## src/rtl/freq_gen_pkg.sv

```systemverilog
// -----------------------------------------------------------------------------
// freq_gen_pkg
//   Shared widths and state encoding for the programmable square-wave
//   generator (freq_gen).
//   - FREQ_DATA_NBIT : width of the period / high-time fields
//   - FREQ_CNT_NBIT  : width of the pulse counter
//   - freq_gen_state_t : generator state (idle or running)
// -----------------------------------------------------------------------------
package freq_gen_pkg;

  localparam int FREQ_DATA_NBIT = 32;
  localparam int FREQ_CNT_NBIT  = 16;

  typedef enum logic [0:0] {
    FREQ_GEN_IDLE = 1'b0,
    FREQ_GEN_RUN  = 1'b1
  } freq_gen_state_t;

endpackage : freq_gen_pkg

```

## src/rtl/freq_gen.sv

```systemverilog
// -----------------------------------------------------------------------------
// freq_gen
//   Programmable square-wave generator driving one IO. On start it emits
//   i_cnt pulses, each i_period clk cycles long with i_high cycles high, then
//   raises done. i_cnt = 0 runs until stop.
//
// Ports
//   clk       in  1          system clock
//   rst       in  1          asynchronous, active-high reset
//   start     in  1          1-cycle pulse: latch config, begin generation
//   stop      in  1          1-cycle pulse: abort generation
//   i_period  in  DATA_NBIT  period in clk cycles (>= 2)
//   i_high    in  DATA_NBIT  high time in clk cycles (1 .. i_period-1)
//   i_cnt     in  CNT_NBIT   number of pulses, 0 = continuous
//   o_io      out 1          generated waveform (single flop)
//   o_pcnt    out CNT_NBIT   pulses completed in current/last run
//   busy      out 1          high while generating
//   o_err     out 1          config invalid or run aborted by stop
//   done      out 1          run finished; cleared by the next start
// -----------------------------------------------------------------------------
module freq_gen
  import freq_gen_pkg::*;
#(
  parameter int   DATA_NBIT  = FREQ_DATA_NBIT,
  parameter int   CNT_NBIT   = FREQ_CNT_NBIT,
  parameter logic IDLE_LEVEL = 1'b0
) (
  input  logic                 clk,
  input  logic                 rst,
  input  logic                 start,
  input  logic                 stop,
  input  logic [DATA_NBIT-1:0] i_period,
  input  logic [DATA_NBIT-1:0] i_high,
  input  logic [CNT_NBIT-1:0]  i_cnt,
  output logic                 o_io,
  output logic [CNT_NBIT-1:0]  o_pcnt,
  output logic                 busy,
  output logic                 o_err,
  output logic                 done
);

  freq_gen_state_t      state_r,  state_s;
  logic [DATA_NBIT-1:0] period_r, period_s;
  logic [DATA_NBIT-1:0] high_r,   high_s;
  logic [CNT_NBIT-1:0]  cnt_r,    cnt_s;
  logic [DATA_NBIT-1:0] ph_r,     ph_s;
  logic [CNT_NBIT-1:0]  pcnt_r,   pcnt_s;
  logic                 io_r,     io_s;
  logic                 busy_r,   busy_s;
  logic                 err_r,    err_s;
  logic                 done_r,   done_s;

  logic                 cfg_valid_s;
  logic                 ph_last_s;
  logic [DATA_NBIT-1:0] ph_next_s;
  logic [CNT_NBIT-1:0]  pcnt_inc_s;
  logic                 last_pulse_s;

  // Config check on the incoming (not yet latched) values, plus phase helpers.
  // ph_r is the phase of the level currently on o_io, so the next level is
  // derived from the next phase; this gives o_io = 1 on the cycle right after
  // start without a combinational path to the pin.
  always_comb begin
    cfg_valid_s  = (i_period >= DATA_NBIT'(2)) &&
                   (i_high != {DATA_NBIT{1'b0}}) &&
                   (i_high < i_period);
    ph_last_s    = (ph_r == (period_r - DATA_NBIT'(1)));
    ph_next_s    = ph_last_s ? {DATA_NBIT{1'b0}} : (ph_r + DATA_NBIT'(1));
    pcnt_inc_s   = pcnt_r + CNT_NBIT'(1);
    last_pulse_s = (cnt_r != {CNT_NBIT{1'b0}}) && (pcnt_inc_s == cnt_r);
  end

  // Next-state and next-output logic; start has priority over stop and over
  // the running phase logic, so a start always (re)launches a run.
  always_comb begin
    state_s  = state_r;
    period_s = period_r;
    high_s   = high_r;
    cnt_s    = cnt_r;
    ph_s     = ph_r;
    pcnt_s   = pcnt_r;
    io_s     = io_r;
    busy_s   = busy_r;
    err_s    = err_r;
    done_s   = done_r;

    if (start) begin
      period_s = i_period;
      high_s   = i_high;
      cnt_s    = i_cnt;
      ph_s     = {DATA_NBIT{1'b0}};
      pcnt_s   = {CNT_NBIT{1'b0}};
      if (cfg_valid_s) begin
        // Phase 0 is always high because high >= 1.
        state_s = FREQ_GEN_RUN;
        io_s    = 1'b1;
        busy_s  = 1'b1;
        err_s   = 1'b0;
        done_s  = 1'b0;
      end else begin
        state_s = FREQ_GEN_IDLE;
        io_s    = IDLE_LEVEL;
        busy_s  = 1'b0;
        err_s   = 1'b1;
        done_s  = 1'b1;
      end
    end else begin
      case (state_r)
        FREQ_GEN_RUN: begin
          if (stop) begin
            // Abort: completed-pulse count is kept as is.
            state_s = FREQ_GEN_IDLE;
            io_s    = IDLE_LEVEL;
            busy_s  = 1'b0;
            err_s   = 1'b1;
            done_s  = 1'b1;
          end else begin
            ph_s = ph_next_s;
            io_s = (ph_next_s < high_r);
            if (ph_last_s) begin
              pcnt_s = pcnt_inc_s;
              if (last_pulse_s) begin
                state_s = FREQ_GEN_IDLE;
                io_s    = IDLE_LEVEL;
                busy_s  = 1'b0;
                done_s  = 1'b1;
              end else begin
                state_s = FREQ_GEN_RUN;
              end
            end else begin
              state_s = FREQ_GEN_RUN;
            end
          end
        end
        FREQ_GEN_IDLE: begin
          io_s   = IDLE_LEVEL;
          busy_s = 1'b0;
        end
        default: begin
          state_s = FREQ_GEN_IDLE;
          io_s    = IDLE_LEVEL;
          busy_s  = 1'b0;
        end
      endcase
    end
  end

  // State and output registers with asynchronous reset.
  always_ff @(posedge clk or posedge rst) begin
    if (rst) begin
      state_r  <= FREQ_GEN_IDLE;
      period_r <= {DATA_NBIT{1'b0}};
      high_r   <= {DATA_NBIT{1'b0}};
      cnt_r    <= {CNT_NBIT{1'b0}};
      ph_r     <= {DATA_NBIT{1'b0}};
      pcnt_r   <= {CNT_NBIT{1'b0}};
      io_r     <= IDLE_LEVEL;
      busy_r   <= 1'b0;
      err_r    <= 1'b0;
      done_r   <= 1'b0;
    end else begin
      state_r  <= state_s;
      period_r <= period_s;
      high_r   <= high_s;
      cnt_r    <= cnt_s;
      ph_r     <= ph_s;
      pcnt_r   <= pcnt_s;
      io_r     <= io_s;
      busy_r   <= busy_s;
      err_r    <= err_s;
      done_r   <= done_s;
    end
  end

  assign o_io   = io_r;
  assign o_pcnt = pcnt_r;
  assign busy   = busy_r;
  assign o_err  = err_r;
  assign done   = done_r;

endmodule : freq_gen
```

## config.mk

```make
export PLATFORM = sky130hd
export DESIGN_NAME = freq_gen
export DESIGN_NICKNAME = d
export VERILOG_FILES = /design/src/rtl/freq_gen_pkg.sv /design/src/rtl/freq_gen.sv
export SDC_FILE = /design/constraint.sdc
export NUM_CORES = 1
export LEC_CHECK = 0
export BUFFER_PORTS_ARGS = -buffer_cell sky130_fd_sc_hd__clkbuf_2
export CORE_MARGIN = 8
export CORE_UTILIZATION = 55
export CTS_BUF_LIST = sky130_fd_sc_hd__clkbuf_8
export DETAILED_ROUTE_END_ITERATION = 10
export GPL_TIMING_DRIVEN = 0
export PLACE_DENSITY = 0.8
export SLEW_MARGIN = 25
export SYNTH_ARGS = -nofsm -noshare
export SYNTH_HDL_FRONTEND = slang
export SYNTH_SLANG_ARGS = --single-unit
```

## constraint.sdc

```tcl
create_clock -name clk -period 11.91 [get_ports clk]
set_input_delay 0.5955 -clock clk [delete_from_list [all_inputs] [get_ports clk]]
set_output_delay 0.5955 -clock clk [all_outputs]
set_load 0.005 [all_outputs]
```

# --- After elaboration in Yosys (flattened, before gate mapping) ---
# Cells that the tools add are included.
classes:
  n_lt_le_gt_ge: 3
  n_reduce_logical: 15
  n_mux: 33
  bitwise_logic: 1
  n_addsub: 3
  n_eq_ne: 5
op_table:
  columns: ["cell", "count"]
  rows:
  - ["2-to-1 mux 32 bit", 4]
  - ["< comparator 32 bit", 2]
  - ["2-to-1 mux 16 bit", 4]
  - ["adder 32 x 1 -> 32 bit, second input constant", 1]
  - ["equality test 32 bit", 1]
  - ["greater-or-equal comparator 32 x 2 -> 1 bit, second input constant", 1]
  - ["nonzero test 32 bit", 1]
  - ["subtractor 32 x 1 -> 32 bit, second input constant", 1]
  - ["2-to-1 mux 1 bit", 23]
  - ["adder 16 x 1 -> 16 bit, second input constant", 1]
  - ["equality test 16 bit", 1]
  - ["nonzero test 16 bit", 1]
  - ["inequality test 4 x 3 -> 1 bit, second input constant", 2]
  - ["AND reduction 2 bit", 3]
  - ["AND reduction 3 bit", 2]
  - ["nonzero test 2 bit", 3]
  - ["nonzero test 3 bit", 2]
  - ["one-hot mux 1 bit (2 select lines)", 2]
  - ["logical AND 1 bit", 3]
  - ["inequality test 2 bit, second input constant", 1]
  - ["inverter 1 bit", 1]
totals:
  ff_bits: 133
  out_inout_bits: 20
  inputBits: 84
  word_cells: 70

# --- Depth between registers and ports, before layout ---
logic_depth:
  word_depth: 9
  ltp_mapped: 23
  depth_no_buf: 20

# --- Worst setup path after synthesis ---
# Ideal clock, no wire load.
synth_path:
  path_type: "reg-to-reg"
  start: "register period_r[15]"
  end: "register io_r (netlist: o_io)"
  stages_incl_launch_ff: 23
  setup_slack_ps: 7101
  arrival_ps: 4713
  period_less_slack_ps: 4809
  required_ps: 11815
  setup_ps: 95
  path_buffers: 4
  cell_sequence: "dfrtp_1 or4_1 buf_2 or4_4 nor4_4 mux2i_1 o211a_1 nor4_4 and2_2 buf_2 buf_2 buf_1 nor2_1 ha_1 a21oi_1 nor2b_1 o21ai_0 nand2b_1 a21oi_1 o221ai_1 a21oi_1 o21ai_0 o31ai_1"
synth_between:
  elab_chain_len: 9
synth_rtl:
  columns: ["element", "line", "text"]
  rows:
  - ["from (decl)", "freq_gen.sv:43", "logic [DATA_NBIT-1:0] period_r, period_s;"]
  - ["from (signal assigned)", "freq_gen.sv:152", "period_r <= {DATA_NBIT{1'b0}};"]
  - ["from (signal assigned)", "freq_gen.sv:163", "period_r <= period_s;"]
  - ["subtractor 32 x 1 -> 32 bit (*)", "freq_gen.sv:67", "ph_last_s = (ph_r == (period_r - DATA_NBIT'(1)));"]
  - ["equality test 32 bit (*)", "freq_gen.sv:67", null]
  - ["2-to-1 mux 32 bit", "freq_gen.sv:68", "ph_next_s = ph_last_s ? {DATA_NBIT{1'b0}} : (ph_r + DATA_NBIT'(1));"]
  - ["< comparator 32 bit", "freq_gen.sv:119", "io_s = (ph_next_s < high_r);"]
  - ["2-to-1 mux 1 bit", "freq_gen.sv:122", "if (last_pulse_s) begin"]
  - ["2-to-1 mux 1 bit (*)", "freq_gen.sv:120", "if (ph_last_s) begin"]
  - ["2-to-1 mux 1 bit (*)", "freq_gen.sv:110", "if (stop) begin"]
  - ["one-hot mux 1 bit (2 select lines) (*)", "freq_gen.sv:108", "case (state_r)"]
  - ["2-to-1 mux 1 bit (*)", "freq_gen.sv:87", "if (start) begin"]
  - ["via io_s", "freq_gen.sv:48", "logic io_r, io_s;"]
  - ["to (signal assigned)", "freq_gen.sv:168", "io_r <= io_s;"]
  - ["to (decl)", "freq_gen.sv:48", null]
# Mark *: on every way through the listed nets, which the timed path passes. The rest lies on a longest branch.
# A chain may end at the register's enable or synchronous reset.

# --- Worst setup path after layout ---
layout_path:
  start: "register period_r[4]"
  end: "register io_r (netlist: o_io)"
# The elaborated chain is that of the path after synthesis.

==> metrics.txt <==
placed inst area=approximately 10000 um^2; io pins=104; Initial Util=55.5%; Synth cell types=65; fmax=between 150 and 200 MHz; Detail Route Antenna Nets=0; Finished Core Util=62.8%; DP Worst Slack=5530 ps; Synth Instances=~1100; Seq/Total Area, Yosys=35.0%; GPL Wtd Cong=0.917; Crit path required time=between 10000 and 15000 ps; hold buffers post-CTS=0; DRC=0; Hold/Removal Path Class=in2async; Final Critical Period=around 6500 ps; Max VDD drop=between 0.00008 and 0.00009 V; die height=147 um; Die Wd=about 150 um; CP Data Arrival Time=6780 ps; Die ar.=about 22000 um^2; first-pass GRT wire length=43.9 mm; RSZ-0062 raised after global routing=false; Avg Cell Area, Syn=8.64 um^2; setup tns final=0 ps; latest clock arrival within the worst-skew pair=470 ps; Clock Sinks=133; Yosys reg bits=133; CTS root buf=clkbuf_8; CP endpoint kind=register; DR iter-0 viols=714; largest net degree at the start of global routing=98; Core ar.=17100 um^2; Syn Nets=1248; vias in the first global route=8622; Clock transition at path regs=roughly 80 ps; Ys Warns=0; count of final setup violators=0; Max Clock Skew=12.1 ps; final worst-path setup slack=between 5000 and 6000 ps; # port buffers=between 100 and 150; Slew HR=28.7%; crit share post-route=between 50% and 60%; Static Leak=4.84 nW; layout cells sized above 1=between 10% and 20%; Pwr Density=103 nW/um^2; Mapped Area=about 9500 um^2; Post-Layout Cell Count=~1500; fillers=1437; hpwl dp=20.7 mm; Finished Cell Area=10800 um^2; critical path launch point type=register; Pre-antenna DRT Iters=5; DR vias=8688; worst slew pin tran=1060 ps; Hold Vio Cnt, Final=0; Site Rows=48; cts repair resizes=0; Slew Limit Fails=0; # nets final=1371; DP Cell Count=around 1400; ant diodes=0; clock buffer depth=2; area growth from synthesis to layout=13.2%; status=complete, no violations; post-synthesis async set-or-reset flop share=between 90% and 100%; initial antenna violation count=0; maximum fanout along the worst path=10; H-tree depth=4; Setup Fix Bufs, Post-CTS=0; number of enable flip-flop cells after synthesis=0; Vias/cell=~6.0; Routed Wire Length=27.1 mm; max_cap viols=0; Most used DFF post-synth=dfrtp_1; global route total overflow=0; CTS buffer count=17; aggregate global-route resource usage=25.1%; TritonCTS clock tree=built; Crit Path Category=reg2reg; wire per inst=18.6 um
-- Yosys cell counts (all sizes together) (2+ instances only) --
| cell | number | share of area [%] |
|---|---|---|
| nor4 | 37 | 2.8 |
| nand4 | 33 | 2.2 |
| nand2 | 107 | 4.3 |
| and4 | 6 | 0.55 |
| mux2i | 5 | 0.53 |
| a2111oi | 6 | 0.55 |
| nand3 | 30 | 1.6 |
| ha | 65 | 8.6 |
| o41ai | 2 | 0.18 |
| o21ai | 64 | 3.4 |
| inv | 73 | 2.9 |
| nor2b | 17 | 1.1 |
| a211oi | 5 | 0.40 |
| o31ai | 4 | 0.32 |
| or4 | 11 | 0.95 |
| o21bai | 3 | 0.24 |
| and3 | 10 | 0.66 |
| nand3b | 3 | 0.24 |
| a21oi | 55 | 2.9 |
| o211ai | 3 | 0.24 |
| a221oi | 2 | 0.25 |
| nor2 | 85 | 3.4 |
| dfrtp | 133 | 35 |
| nand4b | 5 | 0.46 |
| nor3b | 2 | 0.16 |
| clkbuf | 53 | 2.1 |
| mux2 | 52 | 6.2 |
| a211o | 2 | 0.18 |
| a21o | 14 | 1.1 |
| a31oi | 4 | 0.26 |
| nor3 | 22 | 1.2 |
| xnor2 | 52 | 4.8 |
| or3 | 34 | 2.2 |
| nand2b | 15 | 0.99 |
| and2 | 6 | 0.41 |
| o221ai | 2 | 0.18 |
| buf | 10 | 0.55 |
| o21a | 2 | 0.16 |
| or2 | 5 | 0.33 |
| xor2 | 40 | 3.7 |
| a31o | 5 | 0.46 |
| and4b | 2 | 0.21 |
-- cell usage in the layout (no fill, tap or decap), types with 17 or more instances in the layout --
cell type	instances
or3_1	34
xnor2_1	52
nand3_1	30
inv_1	73
nand2_1	106
nor4_1	34
mux2_2	50
nand4_1	33
clkbuf_1	53
ha_1	65
o21ai_0	64
a21oi_1	55
clkbuf_2	103
nor2b_1	17
dfrtp_1	133
nor2_1	85
clkbuf_8	19
xor2_1	40
nor3_1	22
-- metal layers --
layer | wire length, um | vias to the layer above | share of wire [%] | global-route usage [%]
met5 | 0 | - | 0 | 0
met4 | 1160 | 0 | 4.3 | 13.1
met3 | 1680 | 84 | 6.2 | 4.86
met2 | 12500 | 295 | 46 | 40.0
met1 | 11800 | 4191 | 44 | 31.9
li1 | - | 4118 | - | -
-- logic make-up (layout without fill, tap and decap cells) --
group           after synthesis  count (layout)  share of synthesized area [%]
compound gates              183             183                           11.7
xor+xnor                     92              92                           8.48
fa+ha+maj                    65              65                           8.56
buf+inv                     136             272                           5.53
flops                       133             133                           35.0
mux                          57              57                           6.73
simple gates                433             433                           23.9
-- power by group --
group          total [mW]  switching [mW]  leakage, nW  internal, mW
Sequential          0.509          0.0287         1.68         0.480
Combinational       0.189           0.112         2.95        0.0775
Clock               0.408           0.191        0.209         0.217
Total                1.11           0.331         4.84         0.775
-- stage by stage --
stage               hold slack (ps)  total power, mW
floorplan                       481            0.631
global placement                504            0.694
detailed placement              500            0.703
CTS                            83.4             1.11
global route                    106             1.15
finish                         92.6             1.11
-- critical path: stages, from the launching register on --
cell and delay [ps]:
dfrtp_1 360, clkbuf_1 190, nor4_1 620, nand4b_1 360, nor4_2 540, mux2i_1 250
o31ai_1 110, a221oi_2 650, and2_2 280, buf_2 240, buf_2 290, buf_1 460
nor2_1 130, ha_1 320, nand4_1 120, nor2_1 180, nand4_1 170, nor3_1 550
and4_1 380, o31ai_1 100
-- worst paths after layout --
check                           slack, ps   startpoint  depth (start not counted)         end
worst max-delay path                 5440  period_r[4]                         19        o_io
worst min-delay path                   90          rst                          2    cnt_r[2]
worst max register to register       5440  period_r[4]                         19        o_io
worst min register to register        520    high_r[0]                          1   high_r[0]
max in group asynchronous           10990          rst                          3  high_r[19]
min in group clk                      350     i_cnt[4]                          2    cnt_r[4]
-- sequential cells by signal (all words and copies together) (netlist names) --
signal    count
high_r       32
period_r     32
ph_r         32
cnt_r        16
o_pcnt       16
busy          1
done          1
o_err         1
o_io          1
state_r       1
-- final cells by class --
cell class / instances / area, um^2 / share of cell area [%]
tap: 225 / 282 / 2.62
inverter: 73 / 282 / 2.62
sequential: 133 / 3330 / 31.0
clock buffer: 19 / 262 / 2.43
timing repair buffer: 104 / 543 / 5.05
buffer: 63 / 251 / 2.34
clock inverter: 13 / 158 / 1.47
multi-input combinational: 830 / 5650 / 52.5
No activity file was read; power rests on OpenSTA's default activity.
